==> src/rtl/wprcnt_ref.sv <==
// Loadable reference wrap counter. A load seeds the counter one step past
// the loaded value, so the output is the value expected on the next edge.
module wprcnt_ref #(
    parameter int WIDTH = 5,
    parameter int WRAP  = 31
) (
    input  logic             clock,
    input  logic             clear,
    input  logic             load,
    input  logic [WIDTH-1:0] load_val,
    input  logic             adv,
    output logic [WIDTH-1:0] value
);

    localparam logic [WIDTH-1:0] WRAP_V = WIDTH'(WRAP);

    // Successor with wrap; values above WRAP simply truncate on overflow
    function automatic logic [WIDTH-1:0] wrap_next(input logic [WIDTH-1:0] v);
        return (v == WRAP_V) ? '0 : v + WIDTH'(1);
    endfunction

    // Load takes priority over advance; clear returns to zero
    always_ff @(posedge clock) begin
        if (clear)
            value <= '0;
        else if (load)
            value <= wrap_next(load_val);
        else if (adv)
            value <= wrap_next(value);
    end

endmodule

==> config.mk <==
export PLATFORM = sky130hd
export DESIGN_NAME = wprcnt_ref
export DESIGN_NICKNAME = d
export VERILOG_FILES = /design/src/rtl/wprcnt_ref.sv
export SDC_FILE = /design/constraint.sdc
export NUM_CORES = 1
export LEC_CHECK = 0
export ABC_AREA = 1
export BUFFER_PORTS_ARGS = -buffer_cell sky130_fd_sc_hd__buf_4
export CAP_MARGIN = 5
export CORE_AREA = 2 2 39 41
export CTS_CLUSTER_DIAMETER = 40
export CTS_CLUSTER_SIZE = 24
export DETAILED_ROUTE_END_ITERATION = 8
export DIE_AREA = 0 0 41 43
export GPL_ROUTABILITY_DRIVEN = 0
export PLACE_DENSITY = 0.56
export REMOVE_ABC_BUFFERS = 1
export SLEW_MARGIN = 20
export SYNTH_ARGS = -nofsm -noshare
export SYNTH_HDL_FRONTEND = slang
export SYNTH_SLANG_ARGS = --single-unit
export TNS_END_PERCENT = 1
==> constraint.sdc <==
create_clock -name clock -period 1.41 [get_ports clock]
set_clock_uncertainty 0.2 [all_clocks]
set_input_delay 0.0705 -clock clock [delete_from_list [all_inputs] [get_ports clock]]
set_output_delay 0.0705 -clock clock [all_outputs]
set_load 0.005 [all_outputs]
==> flow_summary.json, run 1 <==
{
  "status": "finished with violations",
  "violations": "negative setup slack",
  "relSlewSlack": 0.876,
  "worstPathRequired_ns": 1.39,
  "worstSetupEndpointType": "register",
  "leakagePower_nw": 0.358,
  "setup_tns_ns": -0.0638,
  "nNetsFinal": 100,
  "cp_max_fo": 4,
  "drt_wl_total_mm": 1.12,
  "pre_cts_slack_ns": -0.175,
  "syn_area_per_cell_um2": 6.40,
  "gr-total-overflow": 0,
  "die_w_um": 41,
  "drive_gt1_frac": 0.465,
  "peakVddDrop_v": 0.000412,
  "critPathLaunch": "value[0]$_SDFFE_PP0P_",
  "hpwl_um": 751,
  "tritoncts": "done",
  "fmax_mhz": 685,
  "critPathKind": "register to register",
  "r2r_end": "value[2]$_SDFFE_PP0P_",
  "regMostFlops": "value",
  "fin_crit_ns": 1.46,
  "largest_register_ff_count": 5,
  "min_from": "load",
  "rows": 14,
  "start_util": 0.273,
  "ys_warn_count": 0,
  "ioPinCount": 14,
  "dieArea_um2": 1760,
  "grt_first_pass_wirelength_mm": 1.85,
  "worst-r2r-setup-slack_ns": -0.05,
  "core_um2": 1380,
  "clkLatencyLatePin_ns": 0.24,
  "drc": 0,
  "fin_crit_sh": 1.04,
  "viasPerCell": 4.50,
  "synth_mux_area_frac": 0,
  "finalWorstSetupSlack_ns": -0.0495,
  "clkSinkCount": 5,
  "grt_pass1_vias": 478,
  "first_pass_iters": 4,
  "grt_max_degree": 8,
  "clk_path_buf_depth": 2,
  "io_buffers": 13,
  "detail-route-antenna-nets": 0,
  "min_to": "value[2]$_SDFFE_PP0P_",
  "syn_inst": 59,
  "cts.htree.levels": 1,
  "holdPathStages": 4,
  "synth_cell_types": 15,
  "antenna_found_initial": 0,
  "finalHoldViolations": 0,
  "rsz0062_at_grt": "true",
  "r2r-start": "value[0]$_SDFFE_PP0P_",
  "cp_slowest_cell": "dfxtp_2",
  "grt_usage": 0.156,
  "synthSimpleGateAreaFrac": 0.417,
  "antenna_cells": 0,
  "ys_ff_latch": 5,
  "yosysSeqAreaShare": 0.265,
  "startpoint_type": "register",
  "syn_to_final_growth_pct": 78.5,
  "cp_cell_sequence": "ha_4 > nand2_4 > nor2_4 > ha_4 > nor2_4 > nand3_2 > o21ai_1 > nor2_1 > nor2_1",
  "holdWs_ns": 0.0135,
  "via_count": 459,
  "ff2ff_path_depth": 9,
  "netlist_area_um2": 378,
  "slowest_delay_ns": 0.33,
  "synth_compound_area_frac": 0.0861,
  "tightestPinTransition_ns": 0.185,
  "p_per_area_nw_per_um2": 720,
  "drt_iter0_drc": 6,
  "finalSetupViolCount": 2,
  "synthAdderAreaFrac": 0.132,
  "cap_violations": 0,
  "maxSlewViolCount": 0,
  "hp-class": "input port to register",
  "cts_buffers": 3,
  "cp.arrival_ns": 1.44,
  "synth_top_family_by_area": "simple AND/OR/NAND/NOR gates",
  "synth_xor_area_frac": 0,
  "die_y_um": 43,
  "final_cell_mix": "buf_4, nand2_1, inv_1",
  "path_clk_slew_ns": 0.04,
  "final_common_cell": "buf_4",
  "post_drt_wl_per_cell_um": 11.0,
  "clockRootBuffer": "clkbuf_4",
  "reg_top3": "value: 5 flops"
}
cells in the mapped netlist:
library cell  number  area share
or2_2              1       0.017
ha_1               4        0.13
dfxtp_1            5        0.26
inv_1              9       0.089
nor2_1             6       0.060
a21oi_1            2       0.026
nand3_1           10        0.13
inv_2              1      0.0099
nand4_1            2       0.033
o31ai_1            1       0.020
o21ai_1            1       0.013
nand2_1           13        0.13
o21ai_0            2       0.026
nor2_2             1       0.017
nor2_4             1       0.030
worst max-delay path: cells and delay by family (launching register included):
family | cells | cell delay [ns]
and+or+nand+nor | 6 | 0.46
AOI/OAI and AO/OA | 1 | 0.08
adders and majority gates | 2 | 0.33
DFF | 1 | 0.33
how the worst max path moves through the flow:
stage / to
6_report: value[2]$_SDFFE_PP0P_
5_1_grt: value[0]$_SDFFE_PP0P_
4_1_cts: value[0]$_SDFFE_PP0P_
3_5_place_dp: value[2]$_SDFFE_PP0P_
3_3_place_gp: value[2]$_SDFFE_PP0P_
2_1_floorplan: value[2]$_SDFFE_PP0P_
where the power goes:
part           leakage [nW]  internal, mW  switching (mW)
Combinational         0.301        0.0827          0.0732
Clock                0.0150         0.107          0.0564
Sequential           0.0420         0.155          0.0113
Total                 0.358         0.344           0.141
what timing repair did:
item,4_1_cts,5_1_grt
hold buffers,2,0
pin swaps,10,7
setup endpoints to repair,5,5
hold endpoints to repair,5,0
gates resized for setup,12,6
buffers inserted,2,0
cloned,0,0
kinds of logic after synthesis:
group                      count (synthesis)
AOI/OAI and AO/OA                          6
DFF                                        5
buffers and inverters                     10
adders and majority gates                  4
and+or+nand+nor                           34
through the flow:
step / instances / total power, mW / util / area, µm²
floorplan: 59 / 0.221 / - / 378
global placement: 95 / 0.296 / 0.396 / 548
detailed placement: 95 / 0.296 / 0.396 / 548
CTS: 103 / 0.486 / 0.469 / 649
global route: 102 / 0.524 / 0.487 / 674
finish: 102 / 0.485 / 0.487 / 674
layer usage:
| layer | track usage | share of wire | wire, µm | vias up |
|---|---|---|---|---|
| met1 | 0.178 | 0.39 | 437 | 208 |
| met3 | 0.0471 | 0.027 | 30 | 0 |
| met2 | 0.266 | 0.58 | 652 | 5 |
| met5 | 0 | 0 | 0 | - |
| li1 | - | - | - | 246 |
| met4 | 0.0400 | 0 | 0 | 0 |
final cells by class:
type | count | area [µm²]
fillers | 142 | 709
repair buffers | 23 | 178
clock buffers | 4 | 26.3
inverters | 10 | 37.5
multi-input cells | 44 | 310
flip-flops and latches | 5 | 103
well taps | 16 | 20.0
(Power assumes the default switching activity.)
==> inputs of run 2 (changes only) <==
--- a/config.mk
+++ b/config.mk
@@ -14,6 +14,7 @@
 export DETAILED_ROUTE_END_ITERATION = 8
 export DIE_AREA = 0 0 41 43
 export GPL_ROUTABILITY_DRIVEN = 0
+export HOLD_SLACK_MARGIN = 0.02
 export PLACE_DENSITY = 0.56
 export REMOVE_ABC_BUFFERS = 1
 export SLEW_MARGIN = 20
==> run 2 against run 1 <==
Maximum frequency hardly changed. First-iteration DRC count stayed put. Worst setup slack worse by 0.00084 ns. Critical path depth stayed put. Die area stayed put. The run still ends with negative setup slack left.
==> flow_summary.json, run 2 (synthesis results as in run 1) <==
{
  "status": "finished with violations",
  "violations": "negative setup slack",
  "grt_pass1_vias": 490,
  "regMostFlops": "value",
  "antenna_cells": 0,
  "cts_buffers": 3,
  "hp-class": "input port to register",
  "worst-path-buf-inv": 0,
  "via_count": 480,
  "die_w_um": 41,
  "tritoncts": "done",
  "grt_usage": 0.160,
  "detail-route-antenna-nets": 0,
  "core_um2": 1380,
  "p_per_area_nw_per_um2": 715,
  "power_frac_clock": 0.335,
  "syn_to_final_growth_pct": 81.1,
  "cp.arrival_ns": 1.44,
  "critPathKind": "register to register",
  "finalSetupViolCount": 2,
  "crit_cells": 9,
  "rsz0062_at_grt": "true",
  "io_buffers": 13,
  "p_sw_uw": 143,
  "tightestPinTransition_ns": 0.185,
  "clk_path_buf_depth": 2,
  "grt_max_degree": 8,
  "drc": 0,
  "cap_violations": 0,
  "cp_max_fo": 4,
  "instances_no_fill": 103,
  "drt_wl_total_mm": 1.15,
  "clockRootBuffer": "clkbuf_4",
  "gr-total-overflow": 0,
  "ioPinCount": 14,
  "power_frac_comb": 0.326,
  "p_total_uw": 489,
  "holdPathStages": 6,
  "post_drt_wl_per_cell_um": 11.2,
  "finalHoldViolations": 0,
  "largest_register_ff_count": 5,
  "final_cell_mix": "buf_4, nand2_1, inv_1",
  "drt_iter0_drc": 6,
  "cp_cell_sequence": "ha_4 > nand2_4 > nor2_4 > ha_4 > nor2_4 > nand3_2 > o21ai_1 > nor2_1 > nor2_1",
  "startpoint_type": "register",
  "relSlewSlack": 0.876,
  "reg_top3": "value: 5 flops",
  "fin_crit_sh": 1.04,
  "cts.htree.levels": 1,
  "nNetsFinal": 101,
  "first_pass_iters": 4,
  "viasPerCell": 4.66,
  "leakagePower_nw": 0.362,
  "slowest_delay_ns": 0.33,
  "fmax_mhz": 685,
  "worstPathRequired_ns": 1.39,
  "finalWorstSetupSlack_ns": -0.0504,
  "start_util": 0.273,
  "final_common_cell": "buf_4",
  "antenna_found_initial": 0,
  "drive_gt1_frac": 0.460,
  "critPathTopFamily": "simple AND/OR/NAND/NOR gates",
  "worstSetupEndpointType": "register",
  "cp_slowest_cell": "dfxtp_2",
  "dieArea_um2": 1760,
  "seqPwrFrac": 0.340,
  "clkLatencyLatePin_ns": 0.24,
  "fin_crit_ns": 1.46,
  "grt_first_pass_wirelength_mm": 1.89,
  "clkSinkCount": 5,
  "path_clk_slew_ns": 0.04,
  "ff2ff_path_depth": 9,
  "hpwl_um": 751,
  "rows": 14,
  "dp.cells": 95,
  "peakVddDrop_v": 0.000414,
  "switching_share": 0.292,
  "p_int_uw": 346,
  "maxSlewViolCount": 0,
  "die_y_um": 43
}
[run 2: cell count changes in the layout (fill, tap and decap cells not counted), sizes merged]
cell,previous run,this run
dlygate4sd3,2,3
[run 2: stage by stage]
| step | hold WS, ns | worst slack, ns | instance area (µm²) | TNS (ns) | utilization |
|---|---|---|---|---|---|
| global route | 0.0774 | -0.112 | 684 | -0.344 | 0.495 |
| global placement | 0.127 | -0.166 | 548 | -0.587 | 0.396 |
| finish | 0.0603 | -0.0504 | 684 | -0.0634 | 0.495 |
| detailed placement | 0.134 | -0.175 | 548 | -0.605 | 0.396 |
| floorplan | 0.0154 | -0.0980 | 378 | -0.334 | - |
| CTS | 0.00552 | -0.0790 | 659 | -0.183 | 0.476 |
[run 2: layout make-up]
cell class / instances / area, µm²
tap: 16 / 20.0
timing repair buffer: 24 / 188
multi-input combinational: 44 / 310
clock buffer: 4 / 26.3
sequential: 5 / 103
inverter: 10 / 37.5
fill: 141 / 699
[run 2: power groups by stage]
| stage | combinational [mW] | sequential [mW] | clock [mW] |
|---|---|---|---|
| after detailed placement | 0.133 | 0.163 | 0 |
| after global routing | 0.175 | 0.167 | 0.184 |
| after global placement | 0.133 | 0.163 | 0 |
| final | 0.159 | 0.166 | 0.164 |
| after floorplan | 0.0531 | 0.168 | 0 |
| after CTS | 0.148 | 0.164 | 0.176 |
[run 2: worst min-delay path, cell delays in order]
cell and delay [ns]:
buf_4 0.11, inv_2 0.06, nand3_2 0.08, nand3_2 0.05, nand2_1 0.06, inv_1 0.03
[run 2: path summary, 6_finish.rpt]
check	to	from	slack (ns)
worst max register to register	value[2]$_SDFFE_PP0P_	value[0]$_SDFFE_PP0P_	-0.05
worst min-delay path	value[4]$_SDFFE_PP0P_	load	0.06
worst max-delay path	value[2]$_SDFFE_PP0P_	value[0]$_SDFFE_PP0P_	-0.05
worst min register to register	value[4]$_SDFFE_PP0P_	value[4]$_SDFFE_PP0P_	0.44
[run 2: what timing repair did]
action / 4_1_cts / 5_1_grt
gates resized for setup: 12 / 6
pin swaps: 10 / 7
hold endpoints to repair: 5 / 0
hold buffers: 3 / 0
setup buffers: 2 / 0
setup endpoints to repair: 5 / 5
[run 2: layer usage]
layer / global-route usage / part of all wire / up-vias
li1: - / - / 249
met1: 0.178 / 0.37 / 218
met2: 0.278 / 0.58 / 13
met3: 0.0471 / 0.042 / 0
met4: 0.0400 / 0 / 0
met5: 0 / 0 / -
